[src/rtl/pipeline_pkg.sv]
// Shared encodings and state type for the five-stage RV32 pipeline control logic.
package pipeline_pkg;

    localparam logic [1:0] RES_ALU  = 2'b00;
    localparam logic [1:0] RES_LOAD = 2'b01;
    localparam logic [1:0] RES_PC4  = 2'b10;

    localparam logic [1:0] FWD_REG = 2'b00;
    localparam logic [1:0] FWD_W   = 2'b01;
    localparam logic [1:0] FWD_M   = 2'b10;

    typedef enum logic [1:0] {
        RUN      = 2'd0,
        MEM_WAIT = 2'd1,
        HALT     = 2'd2
    } hazard_state_t;

endpackage

[src/rtl/forward_unit.sv]
// Combinational ALU operand bypass select; the Memory stage result wins over Write-back.
module forward_unit
    import pipeline_pkg::*;
#(
    parameter int ADDR_W = 5
) (
    input  logic [ADDR_W-1:0] Rs1E,
    input  logic [ADDR_W-1:0] Rs2E,
    input  logic [ADDR_W-1:0] RdM,
    input  logic [ADDR_W-1:0] RdW,
    input  logic              RegWriteM,
    input  logic              RegWriteW,
    output logic [1:0]        ForwardAE,
    output logic [1:0]        ForwardBE
);

    logic [ADDR_W-1:0] rs_e [2];
    logic [1:0]        fwd  [2];

    assign rs_e[0] = Rs1E;
    assign rs_e[1] = Rs2E;

    generate
        for (genvar gi = 0; gi < 2; gi++) begin : g_operand
            always_comb begin
                fwd[gi] = FWD_REG;
                if (RegWriteM && (RdM != '0) && (RdM == rs_e[gi])) begin
                    fwd[gi] = FWD_M;
                end else if (RegWriteW && (RdW != '0) && (RdW == rs_e[gi])) begin
                    fwd[gi] = FWD_W;
                end
            end
        end
    endgenerate

    assign ForwardAE = fwd[0];
    assign ForwardBE = fwd[1];

endmodule

[src/rtl/hazard_unit.sv]
// Stall/flush/forward controller with data-memory freeze and timeout watchdog.
// Optional HAZARD_PERF_EN adds StallCount/FlushCount performance counters.
module hazard_unit
    import pipeline_pkg::*;
#(
    parameter int ADDR_W      = 5,
    parameter int MEM_TIMEOUT = 15
) (
    input  logic              clk,
    input  logic              rst_n,
    input  logic [ADDR_W-1:0] Rs1D,
    input  logic [ADDR_W-1:0] Rs2D,
    input  logic [ADDR_W-1:0] Rs1E,
    input  logic [ADDR_W-1:0] Rs2E,
    input  logic [ADDR_W-1:0] RdE,
    input  logic [ADDR_W-1:0] RdM,
    input  logic [ADDR_W-1:0] RdW,
    input  logic [1:0]        ResultSrcE,
    input  logic              RegWriteM,
    input  logic              RegWriteW,
    input  logic              PCSrcE,
    input  logic              MemReqM,
    input  logic              MemReadyM,
    output logic              StallF,
    output logic              StallD,
    output logic              StallE,
    output logic              StallM,
    output logic              FlushD,
    output logic              FlushE,
    output logic [1:0]        ForwardAE,
    output logic [1:0]        ForwardBE,
    output logic              MemErr
`ifdef HAZARD_PERF_EN
    ,
    output logic [31:0]       StallCount,
    output logic [31:0]       FlushCount
`endif
);

    localparam int CNT_W = $clog2(MEM_TIMEOUT + 1);

    hazard_state_t     state_q, state_d;
    logic [CNT_W-1:0]  wait_cnt_q, wait_cnt_d;
    logic              mem_err_q, mem_err_d;

    logic              lw_stall;
    logic              eval_hazards;
    logic              stall_f, stall_d, stall_e, stall_m;
    logic              flush_d, flush_e;
    logic [1:0]        fwd_a, fwd_b;

    assign lw_stall = (ResultSrcE == RES_LOAD) && (RdE != '0)
                   && ((RdE == Rs1D) || (RdE == Rs2D));

    always_comb begin
        state_d      = state_q;
        wait_cnt_d   = wait_cnt_q;
        mem_err_d    = mem_err_q;
        eval_hazards = 1'b0;
        stall_f      = 1'b0;
        stall_d      = 1'b0;
        stall_e      = 1'b0;
        stall_m      = 1'b0;
        flush_d      = 1'b0;
        flush_e      = 1'b0;

        case (state_q)
            RUN: begin
                if (MemReqM && !MemReadyM) begin
                    {stall_f, stall_d, stall_e, stall_m} = 4'b1111;
                    wait_cnt_d = CNT_W'(1);
                    if (MEM_TIMEOUT <= 1) begin
                        state_d   = HALT;
                        mem_err_d = 1'b1;
                    end else begin
                        state_d = MEM_WAIT;
                    end
                end else begin
                    eval_hazards = 1'b1;
                end
            end
            MEM_WAIT: begin
                if (MemReadyM) begin
                    // Held E/D contents may still carry a hazard once the freeze lifts.
                    state_d      = RUN;
                    wait_cnt_d   = '0;
                    eval_hazards = 1'b1;
                end else begin
                    {stall_f, stall_d, stall_e, stall_m} = 4'b1111;
                    if (wait_cnt_q >= CNT_W'(MEM_TIMEOUT - 1)) begin
                        wait_cnt_d = CNT_W'(MEM_TIMEOUT);
                        state_d    = HALT;
                        mem_err_d  = 1'b1;
                    end else begin
                        wait_cnt_d = wait_cnt_q + CNT_W'(1);
                    end
                end
            end
            HALT: begin
                {stall_f, stall_d, stall_e, stall_m} = 4'b1111;
            end
            default: begin
                state_d = RUN;
            end
        endcase

        if (eval_hazards) begin
            if (PCSrcE) begin
                flush_d = 1'b1;
                flush_e = 1'b1;
            end else if (lw_stall) begin
                stall_f = 1'b1;
                stall_d = 1'b1;
                flush_e = 1'b1;
            end
        end
    end

    always_ff @(posedge clk or negedge rst_n) begin
        if (!rst_n) begin
            state_q    <= RUN;
            wait_cnt_q <= '0;
            mem_err_q  <= 1'b0;
        end else begin
            state_q    <= state_d;
            wait_cnt_q <= wait_cnt_d;
            mem_err_q  <= mem_err_d;
        end
    end

    forward_unit #(
        .ADDR_W(ADDR_W)
    ) u_forward_unit (
        .Rs1E      (Rs1E),
        .Rs2E      (Rs2E),
        .RdM       (RdM),
        .RdW       (RdW),
        .RegWriteM (RegWriteM),
        .RegWriteW (RegWriteW),
        .ForwardAE (fwd_a),
        .ForwardBE (fwd_b)
    );

    // While in reset the pipeline registers are loaded with bubbles, never held.
    assign StallF    = rst_n & stall_f;
    assign StallD    = rst_n & stall_d;
    assign StallE    = rst_n & stall_e;
    assign StallM    = rst_n & stall_m;
    assign FlushD    = !rst_n | flush_d;
    assign FlushE    = !rst_n | flush_e;
    assign ForwardAE = rst_n ? fwd_a : FWD_REG;
    assign ForwardBE = rst_n ? fwd_b : FWD_REG;
    assign MemErr    = mem_err_q;

`ifdef HAZARD_PERF_EN
    logic [31:0] stall_count_q, stall_count_d;
    logic [31:0] flush_count_q, flush_count_d;

    assign stall_count_d = stall_count_q + (StallF ? 32'd1 : 32'd0);
    assign flush_count_d = flush_count_q + (FlushE ? 32'd1 : 32'd0);

    always_ff @(posedge clk or negedge rst_n) begin
        if (!rst_n) begin
            stall_count_q <= '0;
            flush_count_q <= '0;
        end else begin
            stall_count_q <= stall_count_d;
            flush_count_q <= flush_count_d;
        end
    end

    assign StallCount = stall_count_q;
    assign FlushCount = flush_count_q;
`endif

endmodule

[config.mk]
export PLATFORM = sky130hd
export DESIGN_NAME = hazard_unit
export DESIGN_NICKNAME = d
export VERILOG_FILES = /design/src/rtl/pipeline_pkg.sv /design/src/rtl/forward_unit.sv /design/src/rtl/hazard_unit.sv
export SDC_FILE = /design/constraint.sdc
export NUM_CORES = 1
export LEC_CHECK = 0
export BUFFER_PORTS_ARGS = -buffer_cell sky130_fd_sc_hd__buf_2
export CAP_MARGIN = 10
export CORE_MARGIN = 2
export CORE_UTILIZATION = 37
export DETAILED_ROUTE_END_ITERATION = 8
export PLACE_DENSITY = 0.75
export SYNTH_ARGS = -nofsm -noshare
export SYNTH_HDL_FRONTEND = slang
export SYNTH_SLANG_ARGS = --single-unit
[constraint.sdc]
create_clock -name clk -period 1.6 [get_ports clk]
set_input_delay 0.32 -clock clk [delete_from_list [all_inputs] [get_ports clk]]
set_output_delay 0.32 -clock clk [all_outputs]
set_load 0.1 [all_outputs]
==> impl_results.rst <==
.. list-table::
   :header-rows: 1

   * - Metric
     - Value
   * - Combined area of all synthesized cells
     - 840 um2
   * - First-pass GRT wire length
     - 5020 um
   * - Critical Path, Cell by Cell
     - buf_2, xor2_1, or4_4, nor4_4, buf_12
   * - Total Routing Usage GR
     - 0.256
   * - Net Count, Synth
     - 145
   * - Type of destination of the critical path
     - output pin
   * - Die height
     - just over 50 um
   * - Power per Cell Area
     - 503 nW/um2
   * - Number of endpoints failing setup at the final stage
     - 10
   * - Library cell contributing the largest single delay on the critical path
     - or4_4
   * - Post-route fraction of the period consumed by the critical path
     - 1.27
   * - Global placement routability congestion
     - 0.841
   * - Number of buffers added by the clock tree synthesis step
     - 3
   * - Violated checks
     - negative setup slack
   * - Area occupied by multi-input gates
     - 825 um2
   * - Max Root-Sink Buffers
     - 2
   * - Largest family of logic cells by synthesized area
     - XOR/XNOR gates
   * - Chip width
     - 51.6 um
   * - Final total negative setup slack
     - -2.85 ns
   * - Worst path required time
     - 1.28 ns
   * - DRC violations left
     - 0
   * - Post-Synth Adder-Cell Area
     - 0.0298
   * - Slew @ Worst Pin
     - about 0.49 ns
   * - Reg-to-reg critical path endpoint
     - wait_cnt_q[2]$_DFFE_PN0P_
   * - Mapped Cells
     - just under 100
   * - Area fraction in compound gates after synthesis
     - 0.192
   * - Count of fill cells added during filler insertion
     - around 130
   * - Total vias in the final route
     - 1083
   * - Routed wire per std cell
     - 16.0 um
   * - CP startpoint kind
     - input port
   * - CP Data Arrival Time
     - approximately 1.7 ns
   * - Top fanout value on the critical path
     - 2
   * - Worst setup endpoint
     - ForwardAE[0]
   * - Register Area
     - around 180 um2
   * - Post-layout worst setup margin
     - -0.438 ns
   * - Highest-count cells in the layout ignoring fill and taps
     - buf_2, xor2_1, buf_4
   * - Register bit count reported by yosys
     - 7
   * - Worst reg2reg setup slack
     - 0.15 ns
   * - Fin Clk Skew
     - 0.000594 ns
   * - Per-instance average area after synthesis
     - 8.48 um2
   * - Ant diodes
     - 0
   * - Share of cell area taken by muxes after synthesis
     - 0
   * - Fin. Hold Viols
     - 0
   * - Worst IR drop on VDD
     - 0.519 mV
   * - Number of global-route vias before repair
     - between 1k and 1.5k
   * - # clock sinks
     - 7
   * - Final layout net count
     - 226
   * - Max Transition Viols Final
     - 0
   * - Antenna violation net count after detailed routing
     - 0
   * - Lkg Pwr
     - about 0.81 nW
   * - Port-buffer cells
     - 54
   * - Total number of H-tree levels
     - 1
   * - Layout-stage area growth over the synthesis result
     - 108%
   * - Cell at the root of the clock tree
     - clkbuf_4
   * - Min-Delay Path Class
     - input port to async pin
   * - Max cap viols
     - 0
   * - Starting Density
     - 0.387
   * - Overflow left after global routing
     - 0
   * - Starting DRT DRC Count
     - 21
   * - Final wirelength
     - 3300 um
   * - Most common cell after layout, fill and taps aside
     - buf_2
   * - Yosys Warn Count
     - 0
   * - Worst slew margin relative to its limit
     - 0.676
   * - Number of distinct standard cells referenced by the synthesized netlist
     - 30
   * - Start of the worst register-to-register path
     - state_q[1]$_DFFE_PN0P_
   * - Critical path type
     - input port to output pin
   * - HPWL after detailed placement
     - 2530 um
   * - I/O pin total
     - 55
   * - Result of the run
     - finished with violations
   * - Timing startpoint of the critical path
     - Rs1E[2]
   * - Post-synthesis share of cell area spent on and, or, nand and nor gates
     - 0.221
   * - Hold-fix buffers at CTS
     - 0
   * - Max frequency
     - between 0.4 and 0.5 GHz
   * - Share of the core filled with cells in the final layout
     - 0.803
   * - Maximum number of pins on one net before global-route repair
     - 14
   * - Synth Area in XOR/XNOR
     - 0.313
   * - Worst reg2reg path depth
     - 4
   * - TritonCTS clock tree
     - yes
   * - Setup repair after global routing missed its margin
     - yes
   * - Share of final-layout standard cells stronger than drive strength 1
     - 0.615
   * - Sequential element share of the synthesized area
     - 0.209
   * - Antenna violations before repair
     - 0
   * - Core ar.
     - 2170 um2
   * - Via count normalized by instance count
     - 5.23
   * - Total die area
     - approximately 2700 um2
   * - Worst Setup Slack post-DPL
     - -0.486 ns
   * - Skew-Pair Late Insertion Delay
     - 0.26 ns
   * - Num rows
     - 17
   * - Minimum clock period after layout
     - 2.04 ns
   * - Max incr delay on CP
     - 0.55 ns
   * - Count of TritonRoute iterations in the first routing pass
     - 4
   * - CTS clock-pin slew for the worst setup and hold paths
     - 0.06 ns
==> per-layer routing <==
layer	share of wire	GRT usage	up-vias
li1	-	-	514
met3	0.068	0.0374	14
met5	0	0	-
met2	0.56	0.524	62
met4	0.041	0.123	0
met1	0.33	0.243	493
==> cell usage after synthesis (all sizes together) <==
| cell | count | area share |
|---|---|---|
| nor2 | 6 | 0.027 |
| a21o | 2 | 0.018 |
| o211ai | 3 | 0.027 |
| o21ba | 2 | 0.024 |
| nor4 | 5 | 0.052 |
| a22oi | 1 | 0.0089 |
| or4 | 4 | 0.036 |
| nand2b | 2 | 0.015 |
| o21bai | 3 | 0.027 |
| nand2 | 4 | 0.018 |
| o2bb2ai | 1 | 0.010 |
| buf | 2 | 0.018 |
| a31oi | 1 | 0.0075 |
| clkbuf | 2 | 0.0089 |
| nor2b | 1 | 0.0075 |
| nor3 | 3 | 0.018 |
| nand4b | 1 | 0.010 |
| o21ai | 3 | 0.022 |
| dfrtp | 7 | 0.21 |
| o32a | 1 | 0.012 |
| inv | 2 | 0.0089 |
| and2 | 2 | 0.018 |
| nand3 | 2 | 0.012 |
| xnor2 | 6 | 0.063 |
| ha | 2 | 0.030 |
| or3 | 1 | 0.0075 |
| xor2 | 24 | 0.25 |
| a21oi | 6 | 0.036 |
==> worst min path at each step <==
stage | startpoint | to | slack (ns) | cells past startpoint
after floorplan | rst_n | MemErr$_DFFE_PN0P_ | 0.02 | 0
final | rst_n | MemErr$_DFFE_PN0P_ | 0.04 | 2
after global placement | rst_n | wait_cnt_q[0]$_DFFE_PN0P_ | 0.31 | 2
after detailed placement | rst_n | MemErr$_DFFE_PN0P_ | 0.30 | 2
after CTS | rst_n | wait_cnt_q[0]$_DFFE_PN0P_ | 0.02 | 2
after global routing | rst_n | wait_cnt_q[0]$_DFFE_PN0P_ | 0.03 | 2
==> registers in the layout (all words and copies together), names as in the netlist <==
name / flops
MemErr: 1
state_q: 2
wait_cnt_q: 4
==> where the power goes <==
group	internal (mW)	total (mW)	switching, mW
combinational	0.228	0.499	0.271
sequential	0.191	0.207	0.0158
clock	0.0958	0.171	0.0755
total	0.514	0.877	0.362
==> logic make-up after synthesis <==
| logic type | Yosys count |
|---|---|
| simple gates | 31 |
| xor+xnor | 30 |
| compound gates | 23 |
| flops | 7 |
| buf+inv | 6 |
| fa+ha+maj | 2 |
==> what timing repair did <==
| item | CTS | global route |
|---|---|---|
| pin swaps | 11 | 9 |
| gates resized for setup | 16 | 12 |
| setup buffers | 1 | 0 |
| endpoints found under the setup margin | 10 | 10 |
==> final cells by class <==
class	instances	area share
clock buffer	4	0.0151
inverter	2	0.00431
multi-input combinational	86	0.473
sequential	7	0.102
tap	28	0.0201
timing repair buffer	80	0.385
==> stage by stage <==
step | instances | cell area, um2 | hold WS, ns | power [mW]
after floorplan | 99 | 957 | 0.0244 | 0.446
after global placement | 202 | 1560 | 0.308 | 0.629
after detailed placement | 202 | 1560 | 0.304 | 0.652
after CTS | 207 | 1680 | 0.0210 | 0.853
after global routing | 207 | 1740 | 0.0305 | 0.930
final | 207 | 1740 | 0.0379 | 0.877
==> critical path, delay by kind of cell <==
family | cells | cell delay (ns)
and+or+nand+nor | 2 | 0.92
xor gates and xnor gates | 1 | 0.14
buffers and inverters | 2 | 0.34
Note: power is estimated with default switching activity, not from simulation.
